==> config.mk <==
export PLATFORM = sky130hd
export DESIGN_NAME = uart_cal_ctrl
export DESIGN_NICKNAME = d
export VERILOG_FILES = /design/src/rtl/uart_cal_ctrl.sv
export SDC_FILE = /design/constraint.sdc
export NUM_CORES = 1
export LEC_CHECK = 0
export BUFFER_PORTS_ARGS = -buffer_cell sky130_fd_sc_hd__buf_4
export CORE_MARGIN = 2
export CORE_UTILIZATION = 35
export CTS_CLUSTER_DIAMETER = 30
export DETAILED_ROUTE_END_ITERATION = 10
export GPL_ROUTABILITY_DRIVEN = 0
export PLACE_DENSITY_LB_ADDON = 0.3
export SYNTH_ARGS = -nofsm -noshare
export SYNTH_HDL_FRONTEND = slang
export SYNTH_SLANG_ARGS = --single-unit
==> constraint.sdc <==
create_clock -name clk -period 7.8 [get_ports clk]
set_input_delay 1.56 -clock clk [delete_from_list [all_inputs] [get_ports clk]]
set_output_delay 1.56 -clock clk [all_outputs]
set_load 0.02 [all_outputs]
==> src/rtl/uart_cal_ctrl.sv <==
// uart_cal_ctrl: command sequencer for the UART calculator.
// Parses "S<A><op><B>=" from the rx byte stream and computes the result.
// A restoring divider and a double-dabble converter produce the decimal
// digits, which are then handed to the tx block one byte at a time.
module uart_cal_ctrl #(
   parameter int MAX_DIG = 4,
   parameter int OPW     = 14,
   parameter int RESW    = 27
) (
   input  logic       clk,
   input  logic       rst,
   input  logic [7:0] rx_data,
   input  logic       rx_valid,
   input  logic       tx_busy,
   output logic [7:0] tx_data,
   output logic       tx_start,
   output logic       busy,
   output logic       calc_done,
   output logic       err
);

   localparam int CW = $clog2(MAX_DIG + 1);
   localparam int SW = $clog2(RESW + 1);

   typedef enum logic [2:0] {
      ST_IDLE, ST_OPA, ST_OPB, ST_CALC, ST_DIV, ST_CONV, ST_ERR, ST_SEND
   } state_t;

   typedef enum logic [1:0] {OP_ADD, OP_SUB, OP_MUL, OP_DIV} op_t;

   typedef enum logic [2:0] {PH_SIGN, PH_DIG, PH_CR, PH_LF, PH_ECH} phase_t;

   state_t            state, state_next;
   op_t               op, rx_op;
   phase_t            phase;
   logic [OPW-1:0]    a_reg, b_reg, a_shift, b_shift, dig_val, diff, div_q;
   logic [CW-1:0]     a_cnt, b_cnt;
   logic              neg, a_ge_b, a_full, b_full;
   logic [RESW-1:0]   r_reg, sum, prod;
   logic [OPW:0]      div_rem, rem_next;
   logic [OPW+1:0]    rem_shift, trial;
   logic              fits;
   logic [SW-1:0]     step;
   logic [31:0]       bcd, bcd_next;
   logic [3:0]        dig_left;
   logic              started, hold, err_frame;
   logic              rx_is_dig, rx_is_op, rx_is_s, rx_is_eq, rx_is_sp;
   logic              skip, issue;
   logic [7:0]        cur_byte;

   // One double-dabble step: add 3 to every digit of 5 or more, then shift in the next bit.
   function automatic logic [31:0] dd_step(input logic [31:0] v, input logic bin);
      logic [31:0] o;
      o = v;
      for (int i = 0; i < 8; i++) begin
         if (o[4*i +: 4] >= 4'd5) o[4*i +: 4] = o[4*i +: 4] + 4'd3;
      end
      return {o[30:0], bin};
   endfunction

   assign rx_is_dig = (rx_data >= 8'h30) && (rx_data <= 8'h39);
   assign rx_is_op  = rx_data inside {8'h2B, 8'h2D, 8'h2A, 8'h2F};
   assign rx_is_s   = (rx_data == 8'h53);
   assign rx_is_eq  = (rx_data == 8'h3D);
   assign rx_is_sp  = (rx_data == 8'h20);

   assign dig_val = OPW'(rx_data[3:0]);
   assign a_shift = a_reg * OPW'(10) + dig_val;
   assign b_shift = b_reg * OPW'(10) + dig_val;
   assign a_full  = (a_cnt == CW'(MAX_DIG));
   assign b_full  = (b_cnt == CW'(MAX_DIG));

   assign a_ge_b = (a_reg >= b_reg);
   assign diff   = a_ge_b ? (a_reg - b_reg) : (b_reg - a_reg);
   assign sum    = RESW'(a_reg) + RESW'(b_reg);
   assign prod   = RESW'(a_reg) * RESW'(b_reg);

   assign rem_shift = {div_rem, div_q[OPW-1]};
   assign trial     = rem_shift - {2'b00, b_reg};
   assign fits      = !trial[OPW+1];
   assign rem_next  = fits ? trial[OPW:0] : rem_shift[OPW:0];

   assign bcd_next = dd_step(bcd, r_reg[RESW-1]);

   assign skip  = (phase == PH_DIG) && !started && (bcd[31:28] == 4'd0) && (dig_left != 4'd1);
   assign issue = (state == ST_SEND) && !skip && !hold && !tx_busy;

   assign busy = !(state inside {ST_IDLE, ST_OPA, ST_OPB});

   // Map the received operator character onto its operation code.
   always_comb begin
      rx_op = OP_ADD;
      case (rx_data)
         8'h2D:   rx_op = OP_SUB;
         8'h2A:   rx_op = OP_MUL;
         8'h2F:   rx_op = OP_DIV;
         default: rx_op = OP_ADD;
      endcase
   end

   // Select the byte the sender would hand to tx in the current phase.
   always_comb begin
      cur_byte = 8'h0A;
      case (phase)
         PH_SIGN: cur_byte = 8'h2D;
         PH_DIG:  cur_byte = {4'h3, bcd[31:28]};
         PH_CR:   cur_byte = 8'h0D;
         PH_ECH:  cur_byte = 8'h45;
         default: cur_byte = 8'h0A;
      endcase
   end

   // State register.
   always_ff @(posedge clk or posedge rst) begin
      if (rst) state <= ST_IDLE;
      else     state <= state_next;
   end

   // Next-state logic: frame parsing, arithmetic sequencing and reply completion.
   always_comb begin
      state_next = state;
      case (state)
         ST_IDLE: if (rx_valid && rx_is_s) state_next = ST_OPA;
         ST_OPA: begin
            if (rx_valid && !rx_is_sp) begin
               if (rx_is_s)        state_next = ST_OPA;
               else if (rx_is_dig) state_next = a_full ? ST_ERR : ST_OPA;
               else if (rx_is_op)  state_next = (a_cnt != '0) ? ST_OPB : ST_ERR;
               else                state_next = ST_ERR;
            end
         end
         ST_OPB: begin
            if (rx_valid && !rx_is_sp) begin
               if (rx_is_s)        state_next = ST_OPA;
               else if (rx_is_dig) state_next = b_full ? ST_ERR : ST_OPB;
               else if (rx_is_eq)  state_next = (b_cnt != '0) ? ST_CALC : ST_ERR;
               else                state_next = ST_ERR;
            end
         end
         ST_CALC: begin
            if (op == OP_DIV) state_next = (b_reg == '0) ? ST_ERR : ST_DIV;
            else              state_next = ST_CONV;
         end
         ST_DIV:  if (step == SW'(OPW - 1)) state_next = ST_CONV;
         ST_CONV: if (step == SW'(RESW - 1)) state_next = ST_SEND;
         ST_ERR:  state_next = ST_SEND;
         ST_SEND: if (issue && (phase == PH_LF)) state_next = ST_IDLE;
         default: state_next = ST_IDLE;
      endcase
   end

   // Datapath: operand capture, arithmetic, conversion and the byte sender.
   always_ff @(posedge clk or posedge rst) begin
      if (rst) begin
         a_reg     <= '0;
         b_reg     <= '0;
         a_cnt     <= '0;
         b_cnt     <= '0;
         op        <= OP_ADD;
         neg       <= 1'b0;
         r_reg     <= '0;
         div_q     <= '0;
         div_rem   <= '0;
         step      <= '0;
         bcd       <= '0;
         phase     <= PH_DIG;
         dig_left  <= 4'd8;
         started   <= 1'b0;
         hold      <= 1'b0;
         err_frame <= 1'b0;
         tx_data   <= 8'h00;
         tx_start  <= 1'b0;
         calc_done <= 1'b0;
         err       <= 1'b0;
      end else begin
         tx_start  <= 1'b0;
         calc_done <= 1'b0;
         err       <= (state_next == ST_ERR);
         case (state)
            ST_IDLE: begin
               if (rx_valid && rx_is_s) begin
                  a_reg <= '0;
                  a_cnt <= '0;
               end
            end
            ST_OPA: begin
               if (rx_valid) begin
                  if (rx_is_s) begin
                     a_reg <= '0;
                     a_cnt <= '0;
                  end else if (rx_is_dig && !a_full) begin
                     a_reg <= a_shift;
                     a_cnt <= a_cnt + CW'(1);
                  end else if (rx_is_op && (a_cnt != '0)) begin
                     op    <= rx_op;
                     b_reg <= '0;
                     b_cnt <= '0;
                  end
               end
            end
            ST_OPB: begin
               if (rx_valid) begin
                  if (rx_is_s) begin
                     a_reg <= '0;
                     a_cnt <= '0;
                  end else if (rx_is_dig && !b_full) begin
                     b_reg <= b_shift;
                     b_cnt <= b_cnt + CW'(1);
                  end
               end
            end
            ST_CALC: begin
               neg     <= 1'b0;
               bcd     <= '0;
               step    <= '0;
               div_q   <= a_reg;
               div_rem <= '0;
               case (op)
                  OP_ADD: r_reg <= sum;
                  OP_SUB: begin
                     r_reg <= RESW'(diff);
                     neg   <= !a_ge_b;
                  end
                  OP_MUL: r_reg <= prod;
                  default: r_reg <= '0;
               endcase
            end
            ST_DIV: begin
               div_q   <= {div_q[OPW-2:0], fits};
               div_rem <= rem_next;
               step    <= step + SW'(1);
               if (step == SW'(OPW - 1)) begin
                  r_reg <= RESW'({div_q[OPW-2:0], fits});
                  step  <= '0;
               end
            end
            ST_CONV: begin
               bcd   <= bcd_next;
               r_reg <= {r_reg[RESW-2:0], 1'b0};
               step  <= step + SW'(1);
               if (step == SW'(RESW - 1)) begin
                  phase     <= neg ? PH_SIGN : PH_DIG;
                  dig_left  <= 4'd8;
                  started   <= 1'b0;
                  hold      <= 1'b0;
                  err_frame <= 1'b0;
               end
            end
            ST_ERR: begin
               phase     <= PH_ECH;
               hold      <= 1'b0;
               err_frame <= 1'b1;
            end
            ST_SEND: begin
               hold <= 1'b0;
               if (skip) begin
                  bcd      <= {bcd[27:0], 4'h0};
                  dig_left <= dig_left - 4'd1;
               end else if (issue) begin
                  tx_data  <= cur_byte;
                  tx_start <= 1'b1;
                  hold     <= 1'b1;
                  case (phase)
                     PH_SIGN: phase <= PH_DIG;
                     PH_DIG: begin
                        started <= 1'b1;
                        bcd     <= {bcd[27:0], 4'h0};
                        if (dig_left == 4'd1) phase <= PH_CR;
                        else                  dig_left <= dig_left - 4'd1;
                     end
                     PH_ECH:  phase <= PH_CR;
                     PH_CR:   phase <= PH_LF;
                     default: calc_done <= !err_frame;
                  endcase
               end
            end
            default: ;
         endcase
      end
   end

endmodule

==> impl_metrics.yaml, run 1 <==
synthesis:
  synth_area_leaders: "dfrtp_1, fa_1, ha_1"
  synth_seq_area_share: 0.211
  syn_avg_cell_area_um2: 8.40
  syn_nets: 2539
  synthTopCellsByCount: "nand2_1, inv_1, ha_1"
  yosys.area.top_type: "dfrtp_1"
  synthesis.area_um2: 18200
  ys_seq_elements: 153
  yosysUniqueCellTypes: 87
  synth_most_common_cell: "nand2_1"
  ys.flop_type: "dfrtp_1"
  yosys_warnings: 0
  syn_inst: 2166
  synthArstFlopShare: 1.00
  yosysTopAreaCellShare: 0.208
  synth-edff-count: 0
drt:
  via_count: 15600
  drc_errors: 0
  wl_um: 54300
  antenna_violating_nets_post_route: 0
  wl_met3_um: 3190
  wl_per_cell_um: 19.1
  wl_met2_um: 24900
  viasPerCell: 5.50
  wl_met1_um: 24000
  dr.first_iter.drc_count: 1333
  top_layer: "met4"
  drt-pass1-iter-count: 8
power:
  powerDensity_nw_per_um2: 200
  pwr-share-comb: 0.447
  pwr-share-seq: 0.319
  p_switching_mw: 1.76
  power.internal_mw: 2.19
  leakage_nw: 9.34
  ir_drop_mv: 0.134
  power_mw: 3.95
  clock_power_share: 0.234
  p_sw_frac: 0.447
grt:
  grt_first_pass_wirelength_um: 86200
  first_global_vias: 15600
  overflow: 0
  grt.total_usage: 0.207
  grt_start_max_net_pins: 89
  antenna_found_initial: 0
clock_tree:
  cts_resized: 0
  clkTransAtPathRegs_ns: 0.07
  ctsRootBufferMaster: "clkbuf_16"
  insertion_delay_ns: 0.50
  h-tree-depth: 4
  cts.sinks: 153
  cts_tree: "built"
  clock_path_buffers: 2
  postCtsSetupRepairBufs: 0
  cts_inserted_buffers: 17
  hold_buffers: 0
sta:
  finalSetupViolations: 0
  min_period_over_period: 0.888
  hold_viol: 0
  tightestPinTransition_ns: 0.999
  drv_slew: 0
  slew_headroom: 0.332
  fin_setup_tns_ns: 0
  skew_ns: 0.0117
  finalCriticalPeriod_ns: 6.93
  fmax_ghz: 0.144
  grt_setup_unrepaired: "no"
cells_and_area:
  largest_register_ffs: 32
  multi_input_area_um2: 13000
  n_fill_cell: 5235
  n_antenna_cell: 0
  seqCellArea_um2: 3830
  nNetsFinal: 2520
  area_delta_synth_final_pct: 8.50
  drive_gt1_frac: 0.0583
critical_path:
  critPathBufInv: 5
  critPathLaunchType: "register"
  crit_fanout: 13
  required_ns: 8.17
  crit_slowest_cell: "inv_1"
  path_delay_family: "adder cells"
  path_common_cell: "fa_1"
  arrival_ns: 7.30
  path_cells: "inv_1 > nor2_1 > fa_1 > inv_1 > fa_1 > inv_1 > fa_1 > fa_1 > fa_1 > inv_1 > fa_1 > inv_1 > ha_1 > a21oi_1 > o21ai_0 > o41ai_1 > o31ai_1 > o31a_1 > a221o_1 > a221oi_2 > xnor2_1 > o21ai_1"
  critPathCaptureType: "register"
  worstSetupPathType: "reg -> reg"
  cpPeakStageDelay_ns: 0.56
run_status:
  status: "finished clean"
floorplanning:
  die_h_um: 232
  dieArea_um2: 53800
  core_um2: 51300
  start_util: 0.355
  rows: 83
  ioPinCount: 24
  fp.dieW_um: 232
placed_design:
  dp_hpwl_um: 41000
  io_buffers: 22
hold_path:
  hold_path.class: "reg -> reg"
job:
  maxCapViolations: 0
==> power groups by stage <==
stage | registers (mW) | clock network (mW) | logic (mW)
finish | 1.26 | 0.923 | 1.77
global route | 1.29 | 0.971 | 1.98
CTS | 1.26 | 0.943 | 1.77
detailed placement | 1.27 | 0 | 1.76
global placement | 1.26 | 0 | 1.73
floorplan | 1.18 | 0 | 1.35
==> through the flow <==
stage                     hold slack (ns)  area (µm²)  cells  utilization  setup slack, ns
after floorplan                     0.410       18200   2166            -             1.50
after global placement              0.438       19100   2808        0.373             1.05
after detailed placement            0.436       19100   2808        0.373            0.940
after CTS                           0.446       19700   2840        0.385            0.909
after global routing                0.458       19700   2840        0.385            0.617
final                               0.445       19700   2840        0.385            0.872
==> routing by layer <==
layer	vias up	track usage
li1	7283	-
met1	7719	0.278
met2	496	0.326
met3	121	0.0350
met4	0	0.0968
met5	-	0
==> cell usage in the layout (no fill, tap or decap), drive strengths merged, types with 13 or more instances in the layout <==
| cell | n |
|---|---|
| o31ai | 43 |
| nor3 | 28 |
| nor2b | 20 |
| a21o | 27 |
| o21ai | 126 |
| xnor2 | 73 |
| dfrtp | 151 |
| a31oi | 16 |
| and3 | 14 |
| clkbuf | 20 |
| nand2 | 271 |
| ha | 213 |
| nand2b | 24 |
| buf | 59 |
| a21oi | 147 |
| inv | 253 |
| a22oi | 23 |
| a221oi | 15 |
| mux2i | 21 |
| nor2 | 208 |
| nor3b | 13 |
| nand3 | 31 |
| xor2 | 26 |
| fa | 148 |
==> area by class of cell <==
| cell class | count | area share |
|---|---|---|
| Tap cell | 680 | 0.0431 |
| Timing Repair Buffer | 59 | 0.0224 |
| Clock inverter | 12 | 0.00818 |
| Clock buffer | 20 | 0.0231 |
| Sequential cell | 153 | 0.194 |
| Multi-Input combinational cell | 1658 | 0.660 |
| Inverter | 258 | 0.0493 |
==> cell families after synthesis <==
logic type / synth area share
adders and majority gates: 0.309
other: 0.000206
AOI/OAI and AO/OA: 0.176
buffers and inverters: 0.0752
xor gates and xnor gates: 0.0485
and+or+nand+nor: 0.166
muxes: 0.0140
DFF: 0.211
==> worst register-to-register path: cells and delay by family, from the launching register on <==
family,cells,cell delay [ns]
DFF,1,0.49
AOI/OAI and AO/OA,8,1.79
adders and majority gates,7,3.44
xor gates and xnor gates,1,0.15
buffers and inverters,5,0.75
and+or+nand+nor,1,0.15
==> worst paths after layout <==
kind / start / endpoint / slack (ns) / depth (start not counted)
min in group asynchronous: rst / div_rem[12]$_DFFE_PP0P_ / 1.24 / 2
max reg2reg: b_reg[2]$_DFFE_PP0P_ / r_reg[26]$_DFFE_PP0P_ / 0.87 / 22
min: err_frame$_DFFE_PP0P_ / calc_done$_DFF_PP0_ / 0.44 / 1
max: b_reg[2]$_DFFE_PP0P_ / r_reg[26]$_DFFE_PP0P_ / 0.87 / 22
min reg2reg: err_frame$_DFFE_PP0P_ / calc_done$_DFF_PP0_ / 0.44 / 1
max in group asynchronous: rst / state[1]$_DFF_PP0_ / 5.05 / 3
Note: power is estimated with default switching activity, not from simulation.
==> run 2, diff against run 1 <==
Clock period 7.8 ns to 5.55 ns, I/O delays scaled along.
==> impl_metrics.yaml, run 2 (synthesized netlist as in run 1, its figures left out) <==
sta:
  drv_slew: 0
  slew_headroom: 0.242
  finalSetupViolations: 15
  fmax_ghz: 0.167
  min_period_over_period: 1.08
  layout_setup_ws_ns: -0.450
  grt_setup_unrepaired: "yes"
  finalCriticalPeriod_ns: 6.00
  tightestPinTransition_ns: 1.13
  skew_ns: 0.0161
  hold_viol: 0
clock_tree:
  clkTransAtPathRegs_ns: 0.07
  cts_tree: "built"
  h-tree-depth: 4
  clock_path_buffers: 2
  cts.sinks: 153
  hold_buffers: 0
  cts_inserted_buffers: 17
  ctsRootBufferMaster: "clkbuf_16"
  insertion_delay_ns: 0.49
power:
  p_sw_frac: 0.452
  clock_power_share: 0.219
  ir_drop_mv: 0.235
  p_switching_mw: 2.49
  power.internal_mw: 3.01
  pwr-share-seq: 0.320
  pwr-share-comb: 0.461
  leakage_nw: 10.3
  powerDensity_nw_per_um2: 253
floorplanning:
  core_um2: 51300
  die_h_um: 232
  fp.dieW_um: 232
  ioPinCount: 24
  dieArea_um2: 53800
  rows: 83
  start_util: 0.355
grt:
  overflow: 0
  first_global_vias: 15900
  grt.total_usage: 0.208
  grt_start_max_net_pins: 85
  antenna_found_initial: 0
  grt_first_pass_wirelength_um: 88200
cells_and_area:
  multi_input_area_um2: 13500
  drive_gt1_frac: 0.177
  largest_register_ffs: 32
  nNetsFinal: 2705
  area_delta_synth_final_pct: 19.5
  n_fill_cell: 5162
  most-common-layout-cells: "nand2_1, buf_4, inv_1"
  final_common_cell: "nand2_1"
  n_antenna_cell: 0
  finish.utilization: 0.424
  seqCellArea_um2: 3850
run_status:
  status: "finished with violations"
  violations: "negative setup slack"
critical_path:
  crit_fanout: 5
  path_cells: "inv_4 > buf_6 > nor2_4 > fa_1 > inv_1 > fa_1 > inv_2 > fa_1 > fa_1 > fa_1 > inv_2 > fa_1 > inv_2 > ha_4 > a21oi_4 > o21ai_4 > o41ai_4 > o31ai_2 > o31a_1 > a221o_1 > a221oi_2 > xnor2_1 > o21ai_1"
  critPathLaunchType: "register"
  crit_slowest_cell: "fa_1"
  worstSetupPathType: "reg -> reg"
  cpPeakStageDelay_ns: 0.53
  arrival_ns: 6.35
  critPathCaptureType: "register"
  required_ns: 5.90
  r2r_setup_slack_ns: -0.45
  ff2ff_path_depth: 23
  r2r-end: "r_reg[26]$_DFFE_PP0P_"
  path_common_cell: "fa_1"
  r2r-start: "b_reg[2]$_DFFE_PP0P_"
hold_path:
  holdPathStages: 1
  hold_path.class: "reg -> reg"
  min_from: "err_frame$_DFFE_PP0P_"
  holdPathEnd: "calc_done$_DFF_PP0_"
drt:
  drc_errors: 0
  via_count: 16200
  viasPerCell: 5.35
  dr.first_iter.drc_count: 1361
  wl_per_cell_um: 18.1
  antenna_violating_nets_post_route: 0
  drt-pass1-iter-count: 5
  wl_um: 54800
placed_design:
  dp_slack_ns: -0.547
  dp_hpwl_um: 43200
  io_buffers: 22
job:
  maxCapViolations: 0
## run 2: per-layer routing
metal | wire (µm) | vias to the layer above | global-route usage
met5 | 0 | - | 0
met4 | 1450 | 0 | 0.0631
met3 | 2450 | 76 | 0.0306
met2 | 26000 | 406 | 0.340
met1 | 24900 | 8035 | 0.284
li1 | - | 7665 | -
## run 2: worst max path at each step
stage / from / endpoint / slack [ns] / cells after the start
final: b_reg[2]$_DFFE_PP0P_ / r_reg[26]$_DFFE_PP0P_ / -0.45 / 23
after global routing: a_reg[5]$_DFFE_PP0P_ / r_reg[26]$_DFFE_PP0P_ / -0.59 / 24
after CTS: a_reg[7]$_DFFE_PP0P_ / r_reg[26]$_DFFE_PP0P_ / -0.50 / 23
after detailed placement: a_reg[6]$_DFFE_PP0P_ / r_reg[26]$_DFFE_PP0P_ / -0.55 / 23
after global placement: a_reg[6]$_DFFE_PP0P_ / r_reg[26]$_DFFE_PP0P_ / -0.48 / 23
after floorplan: b_reg[2]$_DFFE_PP0P_ / r_reg[26]$_DFFE_PP0P_ / -0.35 / 23
## run 2: cell type report
class | count | share of cell area
Tap cell | 680 | 0.0391
Timing Repair Buffer | 244 | 0.0884
Clock inverter | 14 | 0.00691
Multi-Input combinational cell | 1658 | 0.622
Sequential cell | 153 | 0.177
Inverter | 258 | 0.0473
Clock buffer | 18 | 0.0197
## run 2: power groups by stage
stage	combinational (mW)	clock, mW	sequential, mW
3_5_place_dp	2.51	0	1.77
2_1_floorplan	1.90	0	1.66
4_1_cts	2.52	1.24	1.75
6_report	2.54	1.21	1.76
3_3_place_gp	2.45	0	1.76
5_1_grt	2.84	1.27	1.81
## run 2: what timing repair did
action                                 CTS  global route
endpoints found under the hold margin    0             0
buffers inserted                        18            19
pin swaps                               56            67
setup endpoints to repair               16            18
resized for setup                       46            68
## run 2: stage by stage
step / power [mW] / std cells / cell area, µm² / setup TNS [ns] / hold WS (ns)
3_5_place_dp: 4.28 / 2961 / 20500 / -6.17 / 0.430
4_1_cts: 5.51 / 3010 / 21400 / -4.94 / 0.441
5_1_grt: 5.92 / 3025 / 21700 / -6.52 / 0.457
2_1_floorplan: 3.56 / 2166 / 18400 / -1.24 / 0.410
6_report: 5.50 / 3025 / 21700 / -4.53 / 0.436
3_3_place_gp: 4.22 / 2961 / 20500 / -5.26 / 0.432
## run 2: critical path, delay by kind of cell (launching register included)
| family | cells | cell delay, ns |
|---|---|---|
| adders and majority gates | 7 | 3.21 |
| AOI/OAI and AO/OA | 8 | 1.67 |
| DFF | 1 | 0.43 |
| buffers and inverters | 6 | 0.36 |
| xor gates and xnor gates | 1 | 0.15 |
| and+or+nand+nor | 1 | 0.03 |
